$ cat src/rtl/pagerank_partition_scheduler_if.sv
// Thread-side bus between the PageRank partition scheduler and its worker
// threads: partition requests and grants in one direction, completion reports
// (valid + delta) in the other.
interface pagerank_partition_scheduler_if #(
  parameter int NUM_HW_THREADS = 4,
  parameter int NUM_PARTITIONS = 20,
  parameter int DELTA_W        = 32
);
  localparam int PART_W = (NUM_PARTITIONS > 1) ? $clog2(NUM_PARTITIONS) : 1;

  logic [NUM_HW_THREADS-1:0]         thread_req;
  logic [NUM_HW_THREADS-1:0]         grant;
  logic [PART_W-1:0]                 grant_partition;
  logic [NUM_HW_THREADS-1:0]         done_valid;
  logic [NUM_HW_THREADS*DELTA_W-1:0] done_delta;

  // Scheduler side: hands out partitions, collects completions.
  modport master (
    input  thread_req,
    input  done_valid,
    input  done_delta,
    output grant,
    output grant_partition
  );

  // Worker-thread side.
  modport slave (
    output thread_req,
    output done_valid,
    output done_delta,
    input  grant,
    input  grant_partition
  );
endinterface

$ cat src/rtl/pagerank_partition_scheduler.sv
// PageRank partition scheduler.
// Runs PageRank iterations over a partitioned graph: every iteration hands
// each partition index to one idle worker thread (round-robin between
// requesting threads), waits for all of them to report their delta, then
// either stops (converged or iteration cap reached) or starts the next pass.
module pagerank_partition_scheduler #(
  parameter int NUM_HW_THREADS = 4,
  parameter int NUM_PARTITIONS = 20,
  parameter int MAX_ITER       = 64,
  parameter int DELTA_W        = 32
) (
  input  logic                          clock,
  input  logic                          reset,
  input  logic                          start,
  input  logic [DELTA_W-1:0]            threshold,
  pagerank_partition_scheduler_if.master thread_bus,
  output logic [$clog2(MAX_ITER+1)-1:0] iteration,
  output logic [DELTA_W-1:0]            max_delta,
  output logic                          busy,
  output logic                          complete,
  output logic                          converged
);

  localparam int N      = NUM_HW_THREADS;
  localparam int PTR_W  = (N > 1) ? $clog2(N) : 1;
  localparam int PART_W = (NUM_PARTITIONS > 1) ? $clog2(NUM_PARTITIONS) : 1;
  localparam int PCNT_W = $clog2(NUM_PARTITIONS + 1);
  localparam int ITER_W = $clog2(MAX_ITER + 1);

  localparam logic [PCNT_W-1:0] PART_END    = PCNT_W'(NUM_PARTITIONS);
  localparam logic [ITER_W-1:0] LAST_ITER   = ITER_W'(MAX_ITER - 1);
  localparam logic [PTR_W-1:0]  LAST_THREAD = PTR_W'(N - 1);

  typedef enum logic [2:0] {
    IDLE,
    DISPATCH,
    DRAIN,
    CHECK,
    DONE
  } state_t;

  state_t              state;
  logic [N-1:0]        outstanding;
  logic [PCNT_W-1:0]   next_part;
  logic [PTR_W-1:0]    rr_ptr;
  logic [DELTA_W-1:0]  thr_q;

  logic [N-1:0]        eligible;
  logic [N-1:0]        done_hit;
  logic [N-1:0]        out_cleared;
  logic [N-1:0]        win_onehot;
  logic [PTR_W:0]      pick;
  logic                win_found;
  logic [PTR_W-1:0]    win_idx;
  logic                can_grant;
  logic [DELTA_W-1:0]  delta_merged;

  // Round-robin pick: lowest eligible thread at or above the pointer,
  // otherwise the lowest eligible thread overall (wrap-around).
  // Returns {any_eligible, winner_index}.
  function automatic logic [PTR_W:0] rr_pick(input logic [N-1:0]     elig,
                                             input logic [PTR_W-1:0] ptr);
    logic [N-1:0]     upper;
    logic [N-1:0]     src;
    logic [PTR_W-1:0] idx;
    upper = elig & ~((N'(1) << ptr) - N'(1));
    src   = (upper != '0) ? upper : elig;
    idx   = '0;
    for (int j = N - 1; j >= 0; j--) begin
      if (src[j]) idx = PTR_W'(j);
    end
    return {(elig != '0), idx};
  endfunction

  // Pointer position just past a winner, modulo the thread count.
  function automatic logic [PTR_W-1:0] ptr_after(input logic [PTR_W-1:0] idx);
    return (idx == LAST_THREAD) ? '0 : idx + PTR_W'(1);
  endfunction

  // Running maximum folded with every accepted delta reported this cycle.
  function automatic logic [DELTA_W-1:0] merge_max(
    input logic [N-1:0]         hit,
    input logic [N*DELTA_W-1:0] deltas,
    input logic [DELTA_W-1:0]   seed
  );
    logic [DELTA_W-1:0] m;
    logic [DELTA_W-1:0] d;
    m = seed;
    for (int i = 0; i < N; i++) begin
      d = deltas[i*DELTA_W +: DELTA_W];
      if (hit[i] && (d > m)) m = d;
    end
    return m;
  endfunction

  // Arbitration and completion bookkeeping for the current cycle.
  always_comb begin
    eligible     = thread_bus.thread_req & ~outstanding;
    done_hit     = thread_bus.done_valid & outstanding;
    out_cleared  = outstanding & ~thread_bus.done_valid;
    pick         = rr_pick(eligible, rr_ptr);
    win_found    = pick[PTR_W];
    win_idx      = pick[PTR_W-1:0];
    win_onehot   = N'(1) << win_idx;
    can_grant    = (state == DISPATCH) && (next_part < PART_END) && win_found;
    delta_merged = merge_max(done_hit, thread_bus.done_delta, max_delta);
  end

  // Scheduler FSM with registered grant and status outputs.
  always_ff @(posedge clock or posedge reset) begin
    if (reset) begin
      state                      <= IDLE;
      thread_bus.grant           <= '0;
      thread_bus.grant_partition <= '0;
      iteration                  <= '0;
      max_delta                  <= '0;
      busy                       <= 1'b0;
      complete                   <= 1'b0;
      converged                  <= 1'b0;
      outstanding                <= '0;
      next_part                  <= '0;
      rr_ptr                     <= '0;
      thr_q                      <= '0;
    end else begin
      // Grants are single-cycle pulses; completions are accepted in any state
      // (outside DISPATCH/DRAIN nothing is outstanding, so they are no-ops).
      thread_bus.grant <= '0;
      outstanding      <= out_cleared | (can_grant ? win_onehot : '0);
      max_delta        <= delta_merged;

      case (state)
        IDLE, DONE: begin
          if (start) begin
            state     <= DISPATCH;
            thr_q     <= threshold;
            iteration <= '0;
            max_delta <= '0;
            next_part <= '0;
            busy      <= 1'b1;
            complete  <= 1'b0;
            converged <= 1'b0;
          end
        end

        DISPATCH: begin
          if (can_grant) begin
            thread_bus.grant           <= win_onehot;
            thread_bus.grant_partition <= next_part[PART_W-1:0];
            next_part                  <= next_part + PCNT_W'(1);
            rr_ptr                     <= ptr_after(win_idx);
          end
          if (next_part == PART_END) state <= DRAIN;
        end

        DRAIN: begin
          // Completions arriving this very cycle count toward the drain.
          if (out_cleared == '0) state <= CHECK;
        end

        CHECK: begin
          if (max_delta < thr_q) begin
            state     <= DONE;
            busy      <= 1'b0;
            complete  <= 1'b1;
            converged <= 1'b1;
          end else if (iteration == LAST_ITER) begin
            state     <= DONE;
            busy      <= 1'b0;
            complete  <= 1'b1;
            converged <= 1'b0;
          end else begin
            state     <= DISPATCH;
            iteration <= iteration + ITER_W'(1);
            max_delta <= '0;
            next_part <= '0;
          end
        end

        default: state <= IDLE;
      endcase
    end
  end

endmodule

$ cat src/flat_wrapper.sv
// flat-port wrapper written by rule: the top's interface ports become plain ports
module pagerank_partition_scheduler_flat 
#(
  parameter int NUM_HW_THREADS = 4,
  parameter int NUM_PARTITIONS = 20,
  parameter int MAX_ITER       = 64,
  parameter int DELTA_W        = 32
)
  (clock, reset, start, threshold, iteration, max_delta, busy, complete, converged, thread_bus_thread_req, thread_bus_done_valid, thread_bus_done_delta, thread_bus_grant, thread_bus_grant_partition);
  pagerank_partition_scheduler_if #(.NUM_HW_THREADS(NUM_HW_THREADS), .NUM_PARTITIONS(NUM_PARTITIONS), .DELTA_W(DELTA_W)) thread_bus_i ();
  input  logic clock;
  input  logic reset;
  input  logic start;
  input  logic [DELTA_W-1:0] threshold;
  output logic [$clog2(MAX_ITER+1)-1:0] iteration;
  output logic [DELTA_W-1:0] max_delta;
  output logic busy;
  output logic complete;
  output logic converged;
  input wire logic [$bits(thread_bus_i.thread_req)-1:0] thread_bus_thread_req;
  input wire logic [$bits(thread_bus_i.done_valid)-1:0] thread_bus_done_valid;
  input wire logic [$bits(thread_bus_i.done_delta)-1:0] thread_bus_done_delta;
  output wire logic [$bits(thread_bus_i.grant)-1:0] thread_bus_grant;
  output wire logic [$bits(thread_bus_i.grant_partition)-1:0] thread_bus_grant_partition;
  assign thread_bus_i.thread_req = thread_bus_thread_req;
  assign thread_bus_i.done_valid = thread_bus_done_valid;
  assign thread_bus_i.done_delta = thread_bus_done_delta;
  assign thread_bus_grant = thread_bus_i.grant;
  assign thread_bus_grant_partition = thread_bus_i.grant_partition;
  pagerank_partition_scheduler #(.NUM_HW_THREADS(NUM_HW_THREADS), .NUM_PARTITIONS(NUM_PARTITIONS), .MAX_ITER(MAX_ITER), .DELTA_W(DELTA_W)) u_core (.clock(clock), .reset(reset), .start(start), .threshold(threshold), .thread_bus(thread_bus_i), .iteration(iteration), .max_delta(max_delta), .busy(busy), .complete(complete), .converged(converged));
endmodule
$ cat config.mk
export PLATFORM = sky130hd
export DESIGN_NAME = pagerank_partition_scheduler_flat
export DESIGN_NICKNAME = d
export VERILOG_FILES = /design/src/rtl/pagerank_partition_scheduler_if.sv /design/src/rtl/pagerank_partition_scheduler.sv /design/src/flat_wrapper.sv
export SDC_FILE = /design/constraint.sdc
export NUM_CORES = 1
export LEC_CHECK = 0
export ABC_AREA = 1
export BUFFER_PORTS_ARGS = -buffer_cell sky130_fd_sc_hd__buf_2
export CAP_MARGIN = 20
export CORE_MARGIN = 2
export CORE_UTILIZATION = 45
export CTS_CLUSTER_SIZE = 24
export DETAILED_ROUTE_END_ITERATION = 12
export GPL_TIMING_DRIVEN = 1
export PLACE_DENSITY = 0.78
export SETUP_SLACK_MARGIN = 0.3
export SLEW_MARGIN = 10
export SYNTH_ARGS = -nofsm -noshare
export SYNTH_HDL_FRONTEND = slang
export SYNTH_SLANG_ARGS = --single-unit
$ cat constraint.sdc
create_clock -name clock -period 9.02 [get_ports clock]
set_input_delay 0.451 -clock clock [delete_from_list [all_inputs] [get_ports clock]]
set_output_delay 0.451 -clock clock [all_outputs]
set_load 0.01 [all_outputs]
==> results of run 1 <==
[cell type report]
class	instances	share of cell area, %
clock buffers	10	2.18
well taps	270	3.09
inverters	149	5.13
flip-flops and latches	97	22.2
diodes	7	0.160
repair buffers	229	11.0
multi-input cells	980	55.5
clock inverters	6	0.720
[power groups by stage]
| stage | sequential (mW) | clock [mW] | combinational, mW |
|---|---|---|---|
| final | 0.741 | 0.424 | 2.26 |
| after global routing | 0.754 | 0.444 | 2.59 |
| after CTS | 0.734 | 0.432 | 2.16 |
| after detailed placement | 0.740 | 0 | 2.13 |
| after global placement | 0.738 | 0 | 2.06 |
| after floorplan | 0.721 | 0 | 1.57 |
[critical path: cells and delay by family (launching register included)]
| kind | cells | cell delay, ns |
|---|---|---|
| flops | 1 | 0.48 |
| fa+ha+maj | 4 | 1.28 |
| simple gates | 32 | 4.63 |
| compound gates | 4 | 1.05 |
| buf+inv | 5 | 0.63 |
[how the worst max path moves through the flow]
stage	start	end	depth (start not counted)
after floorplan	u_core.max_delta[19]	u_core.max_delta[3]	49
final	u_core.max_delta[11]	u_core.max_delta[12]	45
after detailed placement	thread_bus_done_delta[23]	u_core.max_delta[23]	43
after CTS	u_core.max_delta[15]	u_core.max_delta[23]	44
after global placement	thread_bus_done_delta[23]	u_core.max_delta[23]	43
after global routing	u_core.max_delta[11]	u_core.max_delta[16]	48
[state kept, by name (all words and copies together), names as in the netlist]
| register | cells |
|---|---|
| u_core.busy | 1 |
| u_core.complete | 1 |
| u_core.converged | 1 |
| u_core.iteration | 7 |
| u_core.max_delta | 32 |
| u_core.next_part | 5 |
| u_core.outstanding | 4 |
| u_core.rr_ptr | 2 |
| u_core.state | 3 |
| u_core.thr_q | 32 |
| u_core.thread_bus.grant | 4 |
| u_core.thread_bus.grant_partition | 5 |
[what timing repair did]
action | CTS | global route
buffers inserted | 0 | 3
pin swaps | 0 | 5
resized for setup | 1 | 20
endpoints found under the setup margin | 4 | 32
hold buffers | 0 | 0
gates cloned | 0 | 5
[metrics by stage]
stage | hold WS (ns) | area, um2 | setup WS (ns)
2_1_floorplan | 0.467 | 9110 | 2.07
3_3_place_gp | 0.455 | 10400 | 0.457
3_5_place_dp | 0.458 | 10400 | 0.195
4_1_cts | 0.0891 | 10800 | 0.322
5_1_grt | 0.114 | 10900 | 0.280
6_report | 0.0762 | 10900 | 0.805
[per-layer routing]
layer  up-vias  global-route usage (%)  routed length, um
met5         -                       0                  0
met4         0                    13.7               1460
met3        84                    3.00               2070
met2       394                    38.7              12700
met1      4269                    38.2              13300
li1       4679                       -                  -
[cells in the mapped netlist, types with 3 or more instances]
library cell / instances
sky130_fd_sc_hd__o211ai_1: 3
sky130_fd_sc_hd__o21bai_1: 5
sky130_fd_sc_hd__clkbuf_1: 34
sky130_fd_sc_hd__o21ai_0: 158
sky130_fd_sc_hd__a21boi_1: 20
sky130_fd_sc_hd__nand4_1: 15
sky130_fd_sc_hd__a211oi_1: 13
sky130_fd_sc_hd__nor3b_1: 3
sky130_fd_sc_hd__nand2_4: 4
sky130_fd_sc_hd__inv_1: 145
sky130_fd_sc_hd__dfrtp_1: 97
sky130_fd_sc_hd__o22ai_1: 3
sky130_fd_sc_hd__ha_1: 161
sky130_fd_sc_hd__nand3_1: 33
sky130_fd_sc_hd__nor3_1: 13
sky130_fd_sc_hd__nand2_2: 4
sky130_fd_sc_hd__nand2_1: 315
sky130_fd_sc_hd__nor2_1: 84
sky130_fd_sc_hd__o221ai_1: 3
sky130_fd_sc_hd__buf_6: 4
sky130_fd_sc_hd__a21boi_0: 8
sky130_fd_sc_hd__a21o_1: 3
sky130_fd_sc_hd__nand3b_1: 33
sky130_fd_sc_hd__a21oi_1: 73
sky130_fd_sc_hd__nor4_1: 4
[cells by family after synthesis]
logic type | after synthesis | share of synthesized area, %
AND/OR/NAND/NOR | 515 | 24.7
AO/OA/AOI/OAI | 299 | 18.4
buffers and inverters | 190 | 8.24
adder cells (fa/ha/maj) | 161 | 22.1
flip-flops | 97 | 26.6
==> run summary, run 1 <==
### Setup path
- **critical path's largest stage delay** 0.48 ns
- **critical path data required time** 9.27 ns
- **register-to-register setup slack** 0.80 ns
- **Crit Path Category** flip-flop to flip-flop
- **cell with the most instances on the worst path** sky130_fd_sc_hd__nand2_1
- **FF-to-FF path depth** 45
- **Worst R2R Start** u_core.max_delta[11]
- **standard cell with the maximum stage delay on the critical path** sky130_fd_sc_hd__dfrtp_1
- **kind of end point of the critical path** flip-flop
- **arrival time at the worst endpoint** 8.47 ns
- **largest fanout on the critical path** 43
- **end of the worst register-to-register path** u_core.max_delta[12]
- **Critical Path Start Type** flip-flop

### Clock network
- **Clock Sinks** 97
- **clock transition at the registers of the reported paths** 0.08 ns
- **CTS tree** built
- **total CTS buffers** 9
- **clock insertion delay at the later pin of the skew report** 0.36 ns
- **deepest clock path buffer count** 2
- **cell at the root of the clock tree** sky130_fd_sc_hd__clkbuf_16
- **H-Tree Depth** 3

### STA
- **Tmin final** 8.22 ns
- **Slew Viols, Final** 0
- **slew margin rel.** 28.3%
- **Worst Clk Skew** 0.00940 ns
- **unrepaired setup endpoints after global routing** false
- **final period utilization** 91.1%
- **Fmax** 0.122 GHz
- **Fin. Hold Viols** 0
- **final setup vio count** 0
- **slew at the pin closest to its max-slew limit** 1.07 ns
- **final setup TNS** 0 ns

### Layout
- **most common cell after layout, fill and taps aside** sky130_fd_sc_hd__nand2_1
- **core occupancy in the finished layout** 54.6%
- **flip-flop and latch area** 2430 um2
- **share of layout cells above drive strength 1** 19.0%
- **Final Non-Filler Cells** 1748
- **# fillers** 1994
- **commonest non-fill, non-tap cells in the layout** 313 x sky130_fd_sc_hd__nand2_1, 221 x sky130_fd_sc_hd__buf_2, 161 x sky130_fd_sc_hd__ha_1
- **layout-stage area growth over the synthesis result** 20.1%
- **Nets** 1798
- **area of combinational cells with multiple inputs** 6070 um2

### Route
- **residual DRC count** 0
- **Vias** 9426
- **via-per-instance ratio** 5.39
- **violation count after the first detailed-route iteration** 781
- **remaining number of nets flagged by the antenna check after routing** 0
- **Detailed Route WL** 29400 um
- **DR WL/cell** 16.8 um
- **number of iterations in the first detailed-routing pass** 5

### GRT
- **vias in the first global route** 8512
- **grt total ovfl** 0
- **maximum number of pins on one net before global-route repair** 70
- **global-route wire length before repair** 44200 um
- **global routing usage summed across all routing layers** 26.4%
- **antenna violations before repair** 6

### Floorplan
- **IO Count** 222
- **area of the die** 21400 um2
- **die outline height** 146 um
- **Core Footprint** 20000 um2
- **Starting Density** 45.5%
- **Horiz. Die Dim** 146 um
- **Rows** 52

### Job
- **MaxCap Viol Count** 0

### Logic synthesis
- **EDFF count, synth** 0
- **Yosys top cell area share** 26.6%
- **post-synthesis sequential element count** 97
- **count of warnings emitted by yosys** 0
- **Area contributors post-synth** sky130_fd_sc_hd__dfrtp_1 27%, sky130_fd_sc_hd__ha_1 22%, sky130_fd_sc_hd__nand2_1 13%
- **largest area contributor in the netlist** sky130_fd_sc_hd__dfrtp_1
- **net count after synthesis** 1594
- **number of instances in the synthesized netlist** 1262
- **FFs w/ async S/R, synth** 100%
- **share of synthesized area occupied by flip-flops and latches** 26.6%
- **dominant synthesized flop cell** sky130_fd_sc_hd__dfrtp_1
- **cell area after synthesis** 9110 um2
- **Netlist cell types** 41
- **average instance area after synthesis** 7.22 um2

### Pwr
- **maximum vdd ir drop** 0.162 mV
- **Switching Fraction** 51.5%
- **PD cells** 313 nW/um2
- **proportion of power drawn by combinational gates** 66.0%
- **total power draw** 3.43 mW
- **P_leak** 6.03 nW
- **sw power** 1.76 mW
- **sequential share of power** 21.6%
- **relative contribution of the clock network to total power** 12.4%
- **Int Power** 1.66 mW

### Placed design
- **number of placed instances, taps included** 1717
- **final weighted congestion of routability-driven global placement** 0.923
- **number of input and output port buffers inserted** 221
- **DPL Wire Length** 23300 um

### Worst hold path
- **Hold Path Class** primary input to async pin

### Outcome
- **run status** completed

(Power assumes the default switching activity.)
==> run 2, diff against run 1 <==
--- a/config.mk
+++ b/config.mk
@@ -5,7 +5,7 @@
 export SDC_FILE = /design/constraint.sdc
 export NUM_CORES = 1
 export LEC_CHECK = 0
-export ABC_AREA = 1
+export ABC_AREA = 0
 export BUFFER_PORTS_ARGS = -buffer_cell sky130_fd_sc_hd__buf_2
 export CAP_MARGIN = 20
 export CORE_MARGIN = 2
==> run 2 against run 1 <==
Net effect: the run now ends with setup timing left; global-route usage increased by 2.2 points; maximum frequency is 13% lower; non-clock buffer count rose by 148; count of clock-buffer cells in the layout fell by 1; highest routed layer unchanged; routed wire length rose by 12%; combinational power rose by 42%.
==> run summary, run 2 <==
### Outcome
- **violated checks** setup timing
- **run status** finished, violations left

### Logic synthesis
- **share of synthesized area occupied by flip-flops and latches** 25.7%, -0.90 points
- **FFs w/ async S/R, synth** 100%, unchanged
- **net count after synthesis** 1422, -11%
- **largest area contributor in the netlist** sky130_fd_sc_hd__dfrtp_1
- **most common cell in the netlist** sky130_fd_sc_hd__ha_1
- **Netlist cell types** 70, +71%
- **Yosys top cell area share** 25.7%, -0.90 points
- **average instance area after synthesis** 8.65 um2, +20%
- **Area contributors post-synth** sky130_fd_sc_hd__dfrtp_1 26%, sky130_fd_sc_hd__ha_1 21%, sky130_fd_sc_hd__mux2i_1 6.7%
- **cell area after synthesis** 9430 um2, +3.5%
- **EDFF count, synth** 0, unchanged
- **post-synthesis sequential element count** 97, unchanged
- **dominant synthesized flop cell** sky130_fd_sc_hd__dfrtp_1
- **count of warnings emitted by yosys** 0, unchanged
- **top cell types by occurrence after synthesis** 161 x sky130_fd_sc_hd__ha_1, 129 x sky130_fd_sc_hd__nand2_1, 111 x sky130_fd_sc_hd__inv_1, 97 x sky130_fd_sc_hd__dfrtp_1, 87 x sky130_fd_sc_hd__o21ai_0
- **number of instances in the synthesized netlist** 1090, -14%

### Floorplan
- **Horiz. Die Dim** 149 um, +1.7%
- **Starting Density** 46.2%, +0.69 points
- **die outline height** 149 um, +1.7%
- **Core Footprint** 20400 um2, +1.9%
- **IO Count** 222, unchanged
- **Rows** 52, unchanged
- **area of the die** 22100 um2, +3.4%

### Layout
- **Nets** 1773, -1.4%
- **most common cell after layout, fill and taps aside** sky130_fd_sc_hd__buf_2
- **commonest non-fill, non-tap cells in the layout** 221 x sky130_fd_sc_hd__buf_2, 132 x sky130_fd_sc_hd__ha_1, 132 x sky130_fd_sc_hd__buf_4
- **layout-stage area growth over the synthesis result** 41.1%
- **share of layout cells above drive strength 1** 38.3%, +19 points
- **registers with the most flip-flops** u_core.max_delta (32), u_core.thr_q (32), u_core.iteration (7)

### STA
- **Worst Clk Skew** 0.0128 ns, +0.00335 ns
- **final period utilization** 105%, +14 points
- **unrepaired setup endpoints after global routing** true
- **Tmin final** 9.44 ns, +1.23 ns
- **Fmax** 0.106 GHz, -13%
- **Hold Worst Slack** 0.161 ns, +0.0853 ns
- **slew at the pin closest to its max-slew limit** 0.678 ns, -0.391 ns
- **Final WS setup** -0.423 ns, -1.23 ns
- **slew margin rel.** 54.8%, +27 points
- **Slew Viols, Final** 0, unchanged
- **Fin. Hold Viols** 0, unchanged
- **final setup vio count** 32, +32

### Setup path
- **critical path data required time** 9.29 ns, +0.02 ns
- **Critical Path Start Type** flip-flop
- **standard cell with the maximum stage delay on the critical path** sky130_fd_sc_hd__dfrtp_1
- **end of the worst register-to-register path** u_core.max_delta[21]
- **largest fanout on the critical path** 8, -81%
- **end point of the critical path** u_core.max_delta[21]
- **register-to-register setup slack** -0.42 ns, -1.23 ns
- **family with the most delay on the worst path** compound AO/OA/AOI/OAI gates
- **FF-to-FF path depth** 48, +6.7%
- **worst setup path start** u_core.max_delta[24]
- **critical path's largest stage delay** 0.41 ns, -0.07 ns
- **critical path depth** 48, +6.7%
- **arrival time at the worst endpoint** 9.72 ns, +1.25 ns
- **Crit Path Category** flip-flop to flip-flop
- **Worst R2R Start** u_core.max_delta[24]
- **kind of end point of the critical path** flip-flop
- **Worst Path Buf+Inv** 12, +7
- **cell with the most instances on the worst path** sky130_fd_sc_hd__buf_4

### Clock network
- **clock insertion delay at the later pin of the skew report** 0.37 ns, about the same
- **deepest clock path buffer count** 2, unchanged
- **H-Tree Depth** 3, unchanged
- **total CTS buffers** 9, unchanged
- **CTS tree** built
- **Clock Sinks** 97, unchanged
- **clock transition at the registers of the reported paths** 0.08 ns, about the same
- **number of buffers inserted by hold repair at cts** 0, unchanged
- **cell at the root of the clock tree** sky130_fd_sc_hd__clkbuf_16

### GRT
- **grt total ovfl** 0, unchanged
- **global routing usage summed across all routing layers** 28.6%, +2.2 points
- **vias in the first global route** 9626, +13%
- **antenna violations before repair** 2, -4
- **global-route wire length before repair** 49400 um, +12%
- **maximum number of pins on one net before global-route repair** 69, -1.4%

### Pwr
- **sequential share of power** 18.1%, -3.5 points
- **PD cells** 334 nW/um2, +6.7%
- **Int Power** 2.44 mW, +47%
- **proportion of power drawn by combinational gates** 72.2%, +6.2 points
- **total power draw** 4.45 mW, +30%
- **maximum vdd ir drop** 0.125 mV, -23%
- **P_leak** 6.81 nW, +13%
- **Switching Fraction** 45.2%, -6.3 points
- **relative contribution of the clock network to total power** 9.6%, -2.8 points
- **sw power** 2.01 mW, +14%

### Route
- **number of iterations in the first detailed-routing pass** 5, unchanged
- **DR WL/cell** 19.2 um, +14%
- **violation count after the first detailed-route iteration** 541, -31%
- **Detailed Route WL** 33100 um, +12%
- **residual DRC count** 0, unchanged
- **remaining number of nets flagged by the antenna check after routing** 0, unchanged
- **Vias** 9746, +3.4%
- **via-per-instance ratio** 5.67, +5.1%

### Placed design
- **DPL Wire Length** 24800 um, +6.6%
- **dpl ws** -0.853 ns, -1.05 ns
- **final weighted congestion of routability-driven global placement** 0.930, +0.79%
- **number of input and output port buffers inserted** 221, unchanged

### Worst hold path
- **Hold Path Class** primary input to async pin

### Job
- **MaxCap Viol Count** 0, unchanged

-- run 2: cell count changes in the layout (fill, tap and decap cells not counted), moves of 29 or more --
cell                       change
sky130_fd_sc_hd__nand2_1     -191
sky130_fd_sc_hd__buf_4       +127
sky130_fd_sc_hd__nand3b_1     -33
sky130_fd_sc_hd__mux2i_1      +48
sky130_fd_sc_hd__o21ai_0      -86
sky130_fd_sc_hd__a21o_1       +34
sky130_fd_sc_hd__nand2b_1     +45
sky130_fd_sc_hd__nor2_1       -54
sky130_fd_sc_hd__ha_1         -29
sky130_fd_sc_hd__inv_1        -37
-- run 2: through the flow --
| step | utilization (%) | setup TNS, ns | instances | cell area, um2 |
|---|---|---|---|---|
| after floorplan | - | 0 | 1090 | 9520 |
| after detailed placement | 56.9 | -26.75 | 1652 | 11600 |
| after CTS | 62.7 | 0 | 1696 | 12800 |
| after global routing | 65.1 | -19.08 | 1718 | 13300 |
| after global placement | 56.9 | -20.13 | 1652 | 11600 |
| final | 65.2 | -12.07 | 1719 | 13300 |
-- run 2: worst register-to-register path, delay by kind of cell, from the launching register on --
family	cells	cell delay (ns)
AO/OA/AOI/OAI	18	3.53
buffers and inverters	12	1.80
AND/OR/NAND/NOR	10	1.55
adder cells (fa/ha/maj)	4	1.05
multiplexers	4	0.98
flip-flops	1	0.41
-- run 2: power groups by stage --
stage               Combinational (mW)  Sequential [mW]  Clock, mW
floorplan                         1.64            0.831          0
global placement                  2.56            0.796          0
detailed placement                2.66            0.805          0
CTS                               2.97            0.797      0.431
global route                      3.52            0.822      0.450
finish                            3.21            0.806      0.429
-- run 2: cells by family (layout without fill, tap and decap cells) --
family                   count (synthesis)  in the layout  share of synthesized area [%]
AO/OA/AOI/OAI                          256            256                           17.3
XOR/XNOR                                 8              8                          0.743
adder cells (fa/ha/maj)                161            161                           21.4
buffers and inverters                  148            504                           6.30
flip-flops                              97             97                           25.7
multiplexers                           103            103                           11.6
other                                    0              3                              0
AND/OR/NAND/NOR                        317            317                           16.9
-- run 2: layer usage --
layer / part of all wire (%) / wire [um] / global-route usage, %
met1: 41 / 13400 / 36.9
met4: 4.7 / 1560 / 13.6
met5: 0 / 0 / 0
met3: 7.2 / 2380 / 3.43
met2: 47 / 15700 / 47.9
-- run 2: timing repair --
| item | 4_1_cts | 5_1_grt |
|---|---|---|
| setup buffers | 24 | 17 |
| endpoints found under the setup margin | 32 | 32 |
| pin swaps | 63 | 33 |
| gates cloned | 4 | 1 |
| gates resized for setup | 131 | 42 |
-- run 2: worst min path at each step --
stage,startpoint,endpoint,slack [ns],cells past startpoint
final,reset,u_core.iteration[2],0.16,2
after floorplan,u_core.thr_q[0],u_core.thr_q[0],0.45,2
after detailed placement,u_core.busy,u_core.busy,0.48,1
after CTS,reset,u_core.iteration[1],0.19,2
after global placement,u_core.complete,u_core.complete,0.46,2
after global routing,reset,u_core.iteration[1],0.21,2
-- run 2: final cells by class --
| cell class | instances | area, um2 |
|---|---|---|
| clock buffer | 9 | 225 |
| multi-input combinational | 845 | 7290 |
| timing repair buffer | 377 | 2510 |
| antenna | 3 | 7.51 |
| tap | 270 | 338 |
| clock inverter | 7 | 95.1 |
| fill | 1561 | 7120 |
| sequential | 97 | 2430 |
| inverter | 111 | 419 |
==> run 3, diff against run 2 <==
--- a/config.mk
+++ b/config.mk
@@ -5,7 +5,7 @@
 export SDC_FILE = /design/constraint.sdc
 export NUM_CORES = 1
 export LEC_CHECK = 0
-export ABC_AREA = 0
+export ABC_AREA = 1
 export BUFFER_PORTS_ARGS = -buffer_cell sky130_fd_sc_hd__buf_2
 export CAP_MARGIN = 20
 export CORE_MARGIN = 2
==> constraint.sdc (replaced) <==
create_clock -name clock -period 11.8 [get_ports clock]
set_input_delay 0.59 -clock clock [delete_from_list [all_inputs] [get_ports clock]]
set_output_delay 0.59 -clock clock [all_outputs]
set_load 0.01 [all_outputs]
==> run 3 against run 2 <==
Net effect: the flow now finishes without violations; combinational power shrank 47%; core utilization shrank 12 points; sequential share of layout area grew 4.4 points; sequential power shrank 31%; total power shrank 42%; register-to-register slack gained 2.4 ns; count of clock-buffer cells in the layout is the same; clock skew grew 0.0015 ns; cell count grew 1.1%; largest cell class unchanged; largest power group unchanged.
==> run summary, run 3 (synthesized netlist as in run 1, its figures left out) <==
### GRT
- **grt total ovfl** 0, unchanged
- **vias in the first global route** 8474, -12%
- **antenna violations before repair** 5, +3
- **met3 Track Usage GR** 2.16%, -1.3 points
- **met2 track utilization from global routing** 39.2%, -8.7 points
- **maximum number of pins on one net before global-route repair** 68, -1.4%
- **met1 Use GR** 38.7%, +1.8 points
- **most crowded layer after global routing** met2
- **global-route wire length before repair** 44100 um, -11%
- **global routing usage summed across all routing layers** 26.3%, -2.3 points

### Placed design
- **DPL Wire Length** 23500 um, -5.2%
- **number of input and output port buffers inserted** 221, unchanged
- **placed cell area** 10400 um2, -11%
- **dpl ws** 2.08 ns, +2.93 ns
- **final weighted congestion of routability-driven global placement** 0.920, -1.1%

### Pwr
- **sequential share of power** 21.7%, +3.6 points
- **P_leak** 5.96 nW, -13%
- **Int Power** 1.25 mW, -49%
- **sw power** 1.31 mW, -35%
- **maximum vdd ir drop** 0.212 mV, +69%
- **PD cells** 239 nW/um2, -29%
- **total power draw** 2.56 mW, -42%
- **relative contribution of the clock network to total power** 11.6%, +2.0 points
- **Switching Fraction** 51.3%, +6.0 points
- **proportion of power drawn by combinational gates** 66.7%, -5.5 points

### STA
- **unrepaired setup endpoints after global routing** false
- **Slew Viols, Final** 0, unchanged
- **Tmin final** 9.78 ns, +0.334 ns
- **Fin. Hold Viols** 0, unchanged
- **Final WS setup** 2.02 ns, +2.45 ns
- **slew at the pin closest to its max-slew limit** 0.799 ns, +0.120 ns
- **final setup TNS** 0 ns, +12.07 ns
- **Hold Worst Slack** 0.257 ns, +0.0957 ns
- **Worst Clk Skew** 0.0143 ns, +0.00151 ns
- **Fmax** 0.102 GHz, -3.4%
- **final period utilization** 82.9%, -22 points
- **final setup vio count** 0, -100%
- **slew margin rel.** 46.7%, -8.0 points

### Job
- **MaxCap Viol Count** 0, unchanged

### Clock network
- **clock transition at the registers of the reported paths** 0.07 ns, about the same
- **cell at the root of the clock tree** sky130_fd_sc_hd__clkbuf_16
- **Post-CTS Repair Setup Buffers** 0, -100%
- **H-Tree Depth** 3, unchanged
- **total CTS buffers** 9, unchanged
- **number of buffers inserted by hold repair at cts** 0, unchanged
- **CTS tree** built
- **total of cells resized after clock tree synthesis** 0, -100%
- **clock insertion delay at the later pin of the skew report** 0.36 ns, about the same
- **deepest clock path buffer count** 2, unchanged
- **Clock Sinks** 97, unchanged

### Layout
- **most common cell after layout, fill and taps aside** sky130_fd_sc_hd__nand2_1
- **share of layout cells above drive strength 1** 17.7%, -21 points
- **flip-flop and latch area** 2430 um2, unchanged
- **Nets** 1789, +0.90%
- **registers with the most flip-flops** u_core.max_delta (32), u_core.thr_q (32), u_core.iteration (7)
- **commonest non-fill, non-tap cells in the layout** 315 x sky130_fd_sc_hd__nand2_1, 221 x sky130_fd_sc_hd__buf_2, 161 x sky130_fd_sc_hd__ha_1
- **layout-stage area growth over the synthesis result** 17.8%
- **finished layout cell area** 10700 um2, -19%
- **# fillers** 1962, +26%
- **area of combinational cells with multiple inputs** 5950 um2, -18%

### Setup path
- **cell with the most instances on the worst path** sky130_fd_sc_hd__nor2_1
- **standard cell with the maximum stage delay on the critical path** sky130_fd_sc_hd__nor4_1
- **Crit Path Category** flip-flop to flip-flop
- **critical path data required time** 12.03 ns, +2.74 ns
- **critical path's largest stage delay** 0.53 ns, +0.12 ns
- **worst setup path start** u_core.max_delta[23]
- **arrival time at the worst endpoint** 10.01 ns, +0.29 ns
- **Worst R2R Start** u_core.max_delta[23]
- **kind of end point of the critical path** flip-flop
- **largest fanout on the critical path** 64, +56
- **Critical Path Start Type** flip-flop

### Floorplan
- **Starting Density** 45.5%, -0.69 points
- **area of the die** 21400 um2, -3.3%
- **Rows** 52, unchanged
- **Core Footprint** 20000 um2, -1.9%
- **Horiz. Die Dim** 146 um, -1.7%
- **IO Count** 222, unchanged
- **die outline height** 146 um, -1.7%

### Route
- **Detailed Route WL** 28500 um, -14%
- **Vias** 9242, -5.2%
- **DR WL/cell** 16.4 um, -15%
- **residual DRC count** 0, unchanged
- **number of iterations in the first detailed-routing pass** 5, unchanged
- **via-per-instance ratio** 5.32, -6.2%
- **violation count after the first detailed-route iteration** 676, +25%
- **remaining number of nets flagged by the antenna check after routing** 0, unchanged

### Outcome
- **run status** completed

### Worst hold path
- **Hold Path Class** primary input to async pin

run 3: worst max-delay path: cells and delay by family, from the launching register on:
kind | cells | cell delay (ns)
AND/OR/NAND/NOR | 32 | 6.38
buffers and inverters | 2 | 0.39
adder cells (fa/ha/maj) | 4 | 1.35
flip-flops | 1 | 0.42
AO/OA/AOI/OAI | 4 | 1.04
run 3: worst paths after layout:
kind	end	slack (ns)	cells past startpoint
min reg2reg	u_core.complete	0.47	2
min in group clock	u_core.outstanding[0]	0.44	2
min	u_core.thr_q[23]	0.26	2
max in group asynchronous	u_core.max_delta[7]	10.36	3
max	u_core.max_delta[25]	2.02	42
max reg2reg	u_core.max_delta[25]	2.02	42
run 3: layout make-up:
class / count / share of cell area [%]
Sequential cell: 97 / 22.6
Inverter: 149 / 5.23
Clock inverter: 6 / 0.618
Tap cell: 270 / 3.15
Antenna cell: 7 / 0.163
Clock buffer: 9 / 2.10
Timing Repair Buffer: 225 / 10.7
Multi-Input combinational cell: 975 / 55.4
run 3: power by group through the flow:
stage               Sequential [mW]  Clock, mW  Combinational (mW)
finish                        0.554      0.298                1.71
global route                  0.567      0.312                1.96
CTS                           0.552      0.302                1.67
detailed placement            0.558          0                1.66
global placement              0.555          0                1.62
floorplan                     0.551          0                1.20
run 3: metal layers:
| layer | routed length, um | vias up |
|---|---|---|
| met2 | 12200 | 349 |
| met3 | 1920 | 62 |
| met4 | 1140 | 0 |
| li1 | - | 4651 |
| met5 | 0 | - |
| met1 | 13200 | 4180 |
run 3: per-stage QoR:
stage                     cells  util (%)
after floorplan            1262         -
after global placement     1715      51.9
after detailed placement   1715      51.9
after CTS                  1730      53.4
after global routing       1736      53.5
final                      1738      53.6
